==> src/rtl/reel_spin_ctrl.sv <==
// Reel scroll controller: per-frame accelerate / cruise / decelerate / seek-to-symbol motion for one reel.
// Optional feature: define REEL_AUTOSTOP_EN to stop automatically after cruise_frames frames in CRUISE.
module reel_spin_ctrl #(
    parameter int SYM_H   = 32,
    parameter int NUM_SYM = 8,
    parameter int TICK_Y  = 480
) (
    input  logic        clk,
    input  logic        reset,
    input  logic [10:0] x,
    input  logic [10:0] y,
    input  logic        cs,
    input  logic        write,
    input  logic [1:0]  addr,
    input  logic [31:0] wr_data,
    output logic [31:0] rd_data,
    output logic [10:0] y0,
    output logic        spinning,
    output logic        done
);
    localparam int STRIP_H = SYM_H * NUM_SYM;
    localparam int SYM_W   = $clog2(SYM_H);
    localparam int TGT_W   = $clog2(NUM_SYM);
    localparam int POS_W   = SYM_W + TGT_W;
    localparam int SPD_W   = SYM_W + 1;

    typedef enum logic [2:0] {
        IDLE   = 3'd0,
        ACCEL  = 3'd1,
        CRUISE = 3'd2,
        DECEL  = 3'd3,
        SEEK   = 3'd4
    } state_t;

    state_t             state_reg, state_next;
    logic [POS_W-1:0]   pos_reg, pos_next;
    logic [SPD_W-1:0]   speed_reg, speed_next;
    logic [SPD_W-1:0]   max_speed_reg, max_speed_next;
    logic [7:0]         frame_cnt_reg, frame_cnt_next;
    logic               stop_pending_reg, stop_pending_next;
    logic               done_sticky_reg, done_sticky_next;
    logic               done_reg, done_next;
    logic [TGT_W-1:0]   target_reg, target_next;
    logic               match_prev_reg;
`ifdef REEL_AUTOSTOP_EN
    logic [7:0]         cruise_frames_reg, cruise_frames_next;
`endif

    // Frame tick: first cycle of the (x==0, y==TICK_Y) match, so a held coordinate fires only once.
    logic match, tick;
    assign match = (x == 11'd0) && (y == 11'(TICK_Y));
    assign tick  = match && !match_prev_reg;

    logic wr_en;
    assign wr_en = cs & write;

    logic [SPD_W-1:0] step;
    logic [POS_W:0]   pos_sum;
    logic [POS_W-1:0] pos_adv;
    assign step    = (state_reg == SEEK) ? SPD_W'(1) : speed_reg;
    assign pos_sum = {1'b0, pos_reg} + (POS_W+1)'(step);
    assign pos_adv = (pos_sum >= (POS_W+1)'(STRIP_H)) ? POS_W'(pos_sum - (POS_W+1)'(STRIP_H))
                                                     : pos_sum[POS_W-1:0];

    // Speed ramps clamp to max_speed so a live max_speed write below the current speed cannot overshoot.
    logic [SPD_W-1:0] speed_up, speed_down;
    logic [7:0]       frame_cnt_inc;
    logic             seek_hit;
    logic             auto_stop;
    assign speed_up      = (speed_reg >= max_speed_reg) ? max_speed_reg : speed_reg + SPD_W'(1);
    assign speed_down    = (speed_reg > SPD_W'(1)) ? speed_reg - SPD_W'(1) : SPD_W'(1);
    assign frame_cnt_inc = (frame_cnt_reg == 8'hFF) ? 8'hFF : frame_cnt_reg + 8'd1;
    assign seek_hit      = (pos_adv == {target_reg, {SYM_W{1'b0}}});

`ifdef REEL_AUTOSTOP_EN
    assign auto_stop = (frame_cnt_inc >= cruise_frames_reg);
`else
    assign auto_stop = 1'b0;
`endif

    logic [5:0]       max_field;
    logic [SPD_W-1:0] max_clamped;
    assign max_field = wr_data[5:0];
    always_comb begin
        if (max_field == 6'd0)
            max_clamped = SPD_W'(1);
        else if ({26'd0, max_field} > 32'(SYM_H))
            max_clamped = SPD_W'(SYM_H);
        else
            max_clamped = SPD_W'(max_field);
    end

    logic unused_wr;
    assign unused_wr = ^wr_data[31:6];

    always_comb begin
        state_next        = state_reg;
        pos_next          = pos_reg;
        speed_next        = speed_reg;
        max_speed_next    = max_speed_reg;
        frame_cnt_next    = frame_cnt_reg;
        stop_pending_next = stop_pending_reg;
        done_sticky_next  = done_sticky_reg;
        done_next         = 1'b0;
        target_next       = target_reg;
`ifdef REEL_AUTOSTOP_EN
        cruise_frames_next = cruise_frames_reg;
`endif
        // Tick is evaluated against the pre-write state; register writes below override it.
        if (tick) begin
            case (state_reg)
                ACCEL: begin
                    pos_next   = pos_adv;
                    speed_next = speed_up;
                    if (speed_up >= max_speed_reg) begin
                        state_next     = CRUISE;
                        frame_cnt_next = 8'd0;
                    end
                end
                CRUISE: begin
                    pos_next       = pos_adv;
                    frame_cnt_next = frame_cnt_inc;
                    if (stop_pending_reg || auto_stop) begin
                        state_next        = DECEL;
                        stop_pending_next = 1'b0;
                    end
                end
                DECEL: begin
                    pos_next   = pos_adv;
                    speed_next = speed_down;
                    if (speed_down == SPD_W'(1))
                        state_next = SEEK;
                end
                SEEK: begin
                    pos_next = pos_adv;
                    if (seek_hit) begin
                        state_next       = IDLE;
                        speed_next       = '0;
                        done_next        = 1'b1;
                        done_sticky_next = 1'b1;
                    end
                end
                default: ;
            endcase
        end
        if (wr_en) begin
            case (addr)
                2'd0: begin
                    if (wr_data[0] && state_reg == IDLE) begin
                        state_next        = ACCEL;
                        speed_next        = SPD_W'(1);
                        done_sticky_next  = 1'b0;
                        stop_pending_next = 1'b0;
                    end
                    if (wr_data[1] && (state_reg == ACCEL || state_reg == CRUISE))
                        stop_pending_next = 1'b1;
                end
                2'd1: target_next    = wr_data[TGT_W-1:0];
                2'd2: max_speed_next = max_clamped;
                2'd3: begin
`ifdef REEL_AUTOSTOP_EN
                    cruise_frames_next = wr_data[7:0];
`endif
                end
                default: ;
            endcase
        end
    end

    always_ff @(posedge clk or negedge reset) begin
        if (!reset) begin
            state_reg        <= IDLE;
            pos_reg          <= '0;
            speed_reg        <= '0;
            max_speed_reg    <= SPD_W'(8);
            frame_cnt_reg    <= 8'd0;
            stop_pending_reg <= 1'b0;
            done_sticky_reg  <= 1'b0;
            done_reg         <= 1'b0;
            target_reg       <= '0;
            match_prev_reg   <= 1'b0;
`ifdef REEL_AUTOSTOP_EN
            cruise_frames_reg <= 8'd60;
`endif
        end else begin
            state_reg        <= state_next;
            pos_reg          <= pos_next;
            speed_reg        <= speed_next;
            max_speed_reg    <= max_speed_next;
            frame_cnt_reg    <= frame_cnt_next;
            stop_pending_reg <= stop_pending_next;
            done_sticky_reg  <= done_sticky_next;
            done_reg         <= done_next;
            target_reg       <= target_next;
            match_prev_reg   <= match;
`ifdef REEL_AUTOSTOP_EN
            cruise_frames_reg <= cruise_frames_next;
`endif
        end
    end

    always_comb begin
        rd_data = '0;
        case (addr)
            2'd0: rd_data = {28'd0, done_sticky_reg, state_reg};
            2'd1: rd_data = 32'(pos_reg);
            2'd2: rd_data = 32'({speed_reg, max_speed_reg});
            2'd3: begin
`ifdef REEL_AUTOSTOP_EN
                rd_data = 32'(cruise_frames_reg);
`endif
            end
            default: ;
        endcase
    end

    assign y0       = 11'(pos_reg);
    assign spinning = (state_reg != IDLE);
    assign done     = done_reg;

endmodule

==> config.mk <==
export PLATFORM = sky130hd
export DESIGN_NAME = reel_spin_ctrl
export DESIGN_NICKNAME = d
export VERILOG_FILES = /design/src/rtl/reel_spin_ctrl.sv
export SDC_FILE = /design/constraint.sdc
export NUM_CORES = 1
export LEC_CHECK = 0
export BUFFER_PORTS_ARGS = -buffer_cell sky130_fd_sc_hd__buf_2
export CAP_MARGIN = 25
export CORE_MARGIN = 2
export CORE_UTILIZATION = 46
export DETAILED_ROUTE_END_ITERATION = 12
export PLACE_DENSITY = 0.76
export SYNTH_ARGS = -nofsm -noshare
export SYNTH_HDL_FRONTEND = slang
export SYNTH_SLANG_ARGS = --single-unit
==> constraint.sdc <==
create_clock -name clk -period 3 [get_ports clk]
set_input_delay 0.6 -clock clk [delete_from_list [all_inputs] [get_ports clk]]
set_output_delay 0.6 -clock clk [all_outputs]
set_load 0.05 [all_outputs]
* Word level (Yosys, flattened, before mapping)
Cells that the tools add are included.
** Cells by class
- Equality and inequality tests :: 9
- Add/subtract/negate cells :: 4
- Multiplexer cells :: 37
- $lt $le $gt $ge :: 5
- Reductions and logical operators :: 15
- Bitwise gates (word level) :: 1
** Operators by type and width (count)
- $mux W6 :: 10
- $pmux W12 S3 :: 1
- $mux W3 :: 8
- $pmux W6 S3 :: 1
- $mux W1 :: 15
- $ge A6 B6 Y1 :: 2
- $pmux W3 S4 :: 1
- $eq A11 B9 Y1 const B :: 1
- $logic_not A11 Y1 :: 1
- $add A8 B6 Y9 :: 1
- $ge A9 B9 Y1 const B :: 1
- $eq A8 B8 Y1 :: 1
- $mux W8 :: 1
- $sub A8 B1 Y8 const B :: 1
- $add A6 B1 Y6 const B :: 1
- $eq A3 B2 Y1 const B :: 2
- $eq A6 B1 Y1 const B :: 1
- $gt A6 B1 Y1 const B :: 1
- $gt A6 B6 Y1 const B :: 1
- $logic_not A6 Y1 :: 1
- $reduce_and A2 Y1 :: 3
- $sub A6 B1 Y6 const B :: 1
- $logic_and A1 B1 Y1 :: 4
- $reduce_or A4 Y1 :: 1
- other kinds (10) :: 10
** Word-level totals
- Word-level logic and storage cells :: 80
- Register bits after elaboration :: 30
- Output and inout port bits :: 45

* Longest topological paths before layout
- Word-level depth :: 12
- Gate-level depth with buffers :: 14
- Mapped depth without buffers :: 13

* Least setup slack after synthesis
OpenSTA, ideal clock, no wires.
- Kind :: register to register
- Start :: register speed_reg[0]
- End :: register state_reg[0]
- Slack :: -0.295 ns
- Required time :: 2.934 ns
- Period minus slack after synthesis :: 3.295 ns
- Buffers on the path :: 1
- Cell stages (with the launch flop) :: 15
- Arrival :: 3.229 ns
- Setup time :: 0.066 ns
- Cells stage by stage :: dfrtp_1 > clkbuf_1 > inv_1 > ha_1 > nand2b_1 > a2111oi_0 > o21ai_1 > mux2_2 > inv_1 > ha_1 > nand2b_1 > a2111oi_0 > o21ai_0 > o21ai_1 > a221o_1
** Between the ends
- Word-level cells in the longest chain between the ends :: 11
- Elaborated cells on any way between the ends :: 22
- Classes of those cells :: add/sub: 4; order compare: 4; eq/ne: 2; mux: 12
** RTL lines
- start: declaration :: RTL line 37 : logic [SPD_W-1:0] speed_reg, speed_next;
- start signal: assignment :: RTL line 188 : speed_reg <= speed_next;
- $mux W6 :: RTL line 60 : assign step = (state_reg == SEEK) ? SPD_W'(1) : speed_reg;
- $add A8 B6 Y9 :: RTL line 61 : assign pos_sum = {1'b0, pos_reg} + (POS_W+1)'(step);
- $sub A8 B1 Y8 or $ge A9 B9 Y1 (tied branches) :: RTL line 62 : assign pos_adv = (pos_sum >= (POS_W+1)'(STRIP_H)) ? POS_W'(pos_sum - (POS_W+1)'(STRIP_H))
- $mux W8 :: RTL line 62
- $eq A8 B8 Y1 :: RTL line 73 : assign seek_hit = (pos_adv == {target_reg, {SYM_W{1'b0}}});
- $mux W3 :: RTL line 136 : if (seek_hit) begin
- $pmux W3 S4 (*) :: RTL line 111 : case (state_reg)
- $mux W3 (*) :: RTL line 110 : if (tick) begin
- $mux W3 :: RTL line 149 : if (wr_data[0] && state_reg == IDLE) begin
- $mux W3 :: RTL line 147 : case (addr)
- $mux W3 (*) :: RTL line 146 : if (wr_en) begin
- via state_next[0] :: RTL line 35 : state_t state_reg, state_next;
- end signal: assignment :: RTL line 186 : state_reg <= state_next;
- end: declaration :: RTL line 35
The timed path passes the listed nets; every way through them passes the cells marked *.
A chain may end at the register's enable or synchronous reset.

* Final worst setup path
- Start :: register max_speed_reg[0]
- End :: register state_reg[0]
** Between the ends
- Word-level cells in the longest chain between the ends :: 9
** RTL lines
- start: declaration :: RTL line 38 : logic [SPD_W-1:0] max_speed_reg, max_speed_next;
- start signal: assignment :: RTL line 189 : max_speed_reg <= max_speed_next;
- $ge A6 B6 Y1 :: RTL line 70 : assign speed_up = (speed_reg >= max_speed_reg) ? max_speed_reg : speed_reg + SPD_W'(1);
- $mux W6 :: RTL line 70
- $ge A6 B6 Y1 (*) :: RTL line 115 : if (speed_up >= max_speed_reg) begin
- $mux W3 (*) :: RTL line 115
- $pmux W3 S4 (*) :: RTL line 111
- $mux W3 (*) :: RTL line 110
- $mux W3 :: RTL line 149
- $mux W3 :: RTL line 147
- $mux W3 (*) :: RTL line 146
- via state_next[0] :: RTL line 35
Marked as above.

==> out/results.txt <==
number of hold buffers added after cts -> 0
number of distinct standard cells referenced by the synthesized netlist -> 61
cell area after layout -> 0.00351 mm²
post-synthesis cell area -> 0.00288 mm²
largest fanout of any net on the critical path -> 5
Die Y -> 83.1 µm
gate count of the mapped netlist -> 336
starting density of the core -> 0.480
Diodes inserted -> 0
capturing element type of the critical path -> flip-flop
Cell Pwr Density -> 499 mW/mm²
startpoint-to-endpoint class of the critical path -> flip-flop to flip-flop
post-route worst hold slack -> 0.355 ns
largest net degree at the start of global routing -> 31
number of enable flip-flop cells after synthesis -> 0
number of slew-limit violations in the final report -> 0
share of cells above drive strength 1 -> 0.294
Pre-antenna DRT Iters -> 4
width of the die -> 83.1 µm
level count of the clock H-tree -> 2
Multi-input gate area -> 0.00205 mm²
GR Overflow Total -> 0
detailed-route wire length -> 8270 µm
register area -> 752 µm²
clock slew seen by the registers of the worst setup and hold paths -> 0.07 ns
max reg flops -> 8
count of final setup violators -> 0
Final Hold Viols -> 0
initial antenna violation count -> 0
Layout area overhead -> 21.8%
Top-Level Pins -> 105
Tmin final -> 2.92 ns
clock latency on the worst-skew pair -> 0.29 ns
maximum vdd drop -> 0.327 mV
Max Buffers Root-to-Sink -> 2
HPWL reported at the end of detailed placement -> 6380 µm
via count of the first global-routing pass -> 2693
signal arrival time at the worst endpoint -> 3.10 ns
final cycle utilization of the critical path -> 0.975
drt first-iter violations -> 300
GRT Util Overall -> 0.234
Critical Path Start Type -> flip-flop
series of cell instances along the critical path -> ha_1, nand2b_1, a2111oi_4, o21ai_2, buf_6, mux2_4, ha_4, a2111oi_4, o21ai_2, o21ai_1, a221o_1
Filler cells -> 518
clock root buffer master -> sky130_fd_sc_hd__clkbuf_8
cell count after placement -> 473
Post-synth ARST share -> 1.00
average vias per placed instance -> 5.76
Min-Delay Path Class -> input port to async pin
worst slew slack as a fraction of its limit -> 0.530
worst clock skew -> 0.00458 ns
max-cap viol count -> 0
Syn Area/Cell -> 8.56 µm²
required time reported for the critical path endpoint -> 3.17 ns
RD Place Congestion -> 0.960
fmax -> 342 MHz
cell area after placement -> 0.00328 mm²
row count -> 28
count of buffers inserted at the top-level ports -> 55
Core Footprint -> 0.00599 mm²
routed length per placed instance -> 17.1 µm
FF+latch count, synth -> 30
cell at the slowest stage of the critical path -> sky130_fd_sc_hd__dfrtp_1
yosys warns -> 0
result of the run -> completed
first-pass GRT wire length -> 13100 µm
P_leak -> 0.00164 µW
depth of the worst register-to-register path -> 11
DR DRC count -> 0
nets -> 489
core occupancy in the finished layout -> 0.585
vias post-DR -> 2782
dominant register cell in the synthesized netlist -> sky130_fd_sc_hd__dfrtp_1
fraction of the yosys area taken by sequential cells -> 0.261
number of sinks driven by the clock tree -> 30
Inserted Clock Buffers -> 5
TritonCTS clock tree -> yes
DRT antenna net count -> 0
Fin Setup TNS -> 0 ns
largest stage delay on the critical path -> 0.42 ns
Finished Layout Cells -> 483
die area -> 0.00690 mm²
transition time of the tightest slew-check pin -> 0.706 ns
## final timing paths
| path | to | start | slack [ns] |
|---|---|---|---|
| worst min-delay path | target_reg[2] | reset | 0.35 |
| worst max register to register | state_reg[0] | max_speed_reg[0] | 0.08 |
| min in group clk | done_sticky_reg | done_sticky_reg | 0.52 |
| worst min register to register | done_sticky_reg | done_sticky_reg | 0.52 |
| worst max-delay path | state_reg[0] | max_speed_reg[0] | 0.08 |
| max in group asynchronous | speed_reg[2] | reset | 2.19 |
## per-layer routing
metal / share of wire / up-vias / wire length, µm / GRT usage
li1: - / 1325 / - / -
met1: 0.41 / 1328 / 3390 / 0.292
met2: 0.51 / 113 / 4220 / 0.419
met3: 0.063 / 16 / 524 / 0.0358
met4: 0.017 / 0 / 144 / 0.0626
met5: 0 / - / 0 / 0
## final cells by class
type / instances / share of cell area
Inverter: 15 / 0.0161
Tap cell: 75 / 0.0268
Clock inverter: 2 / 0.00357
Clock buffer: 6 / 0.0236
Sequential cell: 30 / 0.214
Multi-Input combinational cell: 276 / 0.585
Timing Repair Buffer: 79 / 0.131
## synth_stat cells, types with 5 or more instances
| cell type | instances | area, µm² |
|---|---|---|
| sky130_fd_sc_hd__and3_1 | 5 | 31.3 |
| sky130_fd_sc_hd__nor3_1 | 5 | 25.0 |
| sky130_fd_sc_hd__ha_1 | 21 | 263 |
| sky130_fd_sc_hd__nor2_1 | 21 | 78.8 |
| sky130_fd_sc_hd__nor4_1 | 6 | 37.5 |
| sky130_fd_sc_hd__nand2b_1 | 9 | 56.3 |
| sky130_fd_sc_hd__clkbuf_1 | 12 | 45.0 |
| sky130_fd_sc_hd__o22ai_1 | 5 | 31.3 |
| sky130_fd_sc_hd__o21ai_0 | 18 | 90.1 |
| sky130_fd_sc_hd__nand3_1 | 10 | 50.1 |
| sky130_fd_sc_hd__a21oi_1 | 10 | 50.1 |
| sky130_fd_sc_hd__mux2_2 | 8 | 90.1 |
| sky130_fd_sc_hd__inv_1 | 15 | 56.3 |
| sky130_fd_sc_hd__mux2i_1 | 13 | 130 |
| sky130_fd_sc_hd__and2_1 | 9 | 56.3 |
| sky130_fd_sc_hd__nor2b_1 | 5 | 31.3 |
| sky130_fd_sc_hd__dfrtp_1 | 29 | 726 |
| sky130_fd_sc_hd__buf_4 | 23 | 173 |
| sky130_fd_sc_hd__xnor2_1 | 11 | 96.3 |
| sky130_fd_sc_hd__nand2_1 | 21 | 78.8 |
## placed cells by master, fill, tap and decap left out, types with 4 or more instances in the layout
| master | synthesis | routed |
|---|---|---|
| sky130_fd_sc_hd__buf_2 | 1 | 55 |
| sky130_fd_sc_hd__dfrtp_1 | 29 | 29 |
| sky130_fd_sc_hd__conb_1 | 1 | 23 |
| sky130_fd_sc_hd__buf_4 | 23 | 23 |
| sky130_fd_sc_hd__nand2_1 | 21 | 20 |
| sky130_fd_sc_hd__nor2_1 | 21 | 20 |
| sky130_fd_sc_hd__ha_1 | 21 | 19 |
| sky130_fd_sc_hd__o21ai_0 | 18 | 16 |
| sky130_fd_sc_hd__inv_1 | 15 | 12 |
| sky130_fd_sc_hd__mux2i_1 | 13 | 12 |
| sky130_fd_sc_hd__xnor2_1 | 11 | 11 |
| sky130_fd_sc_hd__a21oi_1 | 10 | 10 |
| sky130_fd_sc_hd__nand3_1 | 10 | 10 |
| sky130_fd_sc_hd__and2_1 | 9 | 9 |
| sky130_fd_sc_hd__nand2b_1 | 9 | 8 |
| sky130_fd_sc_hd__nor4_1 | 6 | 6 |
| sky130_fd_sc_hd__mux2_2 | 8 | 6 |
| sky130_fd_sc_hd__clkbuf_8 | 0 | 6 |
| sky130_fd_sc_hd__nor3_1 | 5 | 5 |
| sky130_fd_sc_hd__and3_1 | 5 | 5 |
| sky130_fd_sc_hd__nor2b_1 | 5 | 4 |
| sky130_fd_sc_hd__a22o_1 | 4 | 4 |
| sky130_fd_sc_hd__o21a_1 | 4 | 4 |
| sky130_fd_sc_hd__o211ai_1 | 4 | 4 |
| sky130_fd_sc_hd__xor2_1 | 4 | 4 |
| sky130_fd_sc_hd__a31oi_1 | 4 | 4 |
| sky130_fd_sc_hd__o22ai_1 | 5 | 4 |
## stage by stage
| step | setup slack (ns) | total power [µW] |
|---|---|---|
| after global placement | 0.0762 | 1230 |
| after detailed placement | 0.0269 | 1250 |
| after global routing | -0.0197 | 1850 |
| after CTS | 0.00429 | 1610 |
| after floorplan | 0.0478 | 1050 |
| final | 0.0755 | 1750 |
## where the power goes
group / internal [µW] / switching (µW) / total [µW]
clock network: 184 / 171 / 355
logic: 380 / 525 / 905
registers: 445 / 43.3 / 489
## worst max-delay path, delay by kind of cell, from the launching register on
kind / cells / cell delay (ns)
multiplexers: 1 / 0.33
AO/OA/AOI/OAI: 6 / 1.15
buffers and inverters: 1 / 0.16
adder cells (fa/ha/maj): 2 / 0.56
AND/OR/NAND/NOR: 1 / 0.18
flip-flops: 1 / 0.42
## cell families after synthesis
family                     synth area share
muxes                                0.0843
buffers and inverters                0.0983
adders and majority gates            0.0983
AOI/OAI and AO/OA                     0.179
and+or+nand+nor                       0.232
other                               0.00130
DFF                                   0.261
xor gates and xnor gates             0.0457
## timing repair
action                     in CTS  in global routing
setup buffers                   0                  2
setup endpoints to repair       0                 11
resized for setup               0                 21
Power figures use the tool's default switching activity.
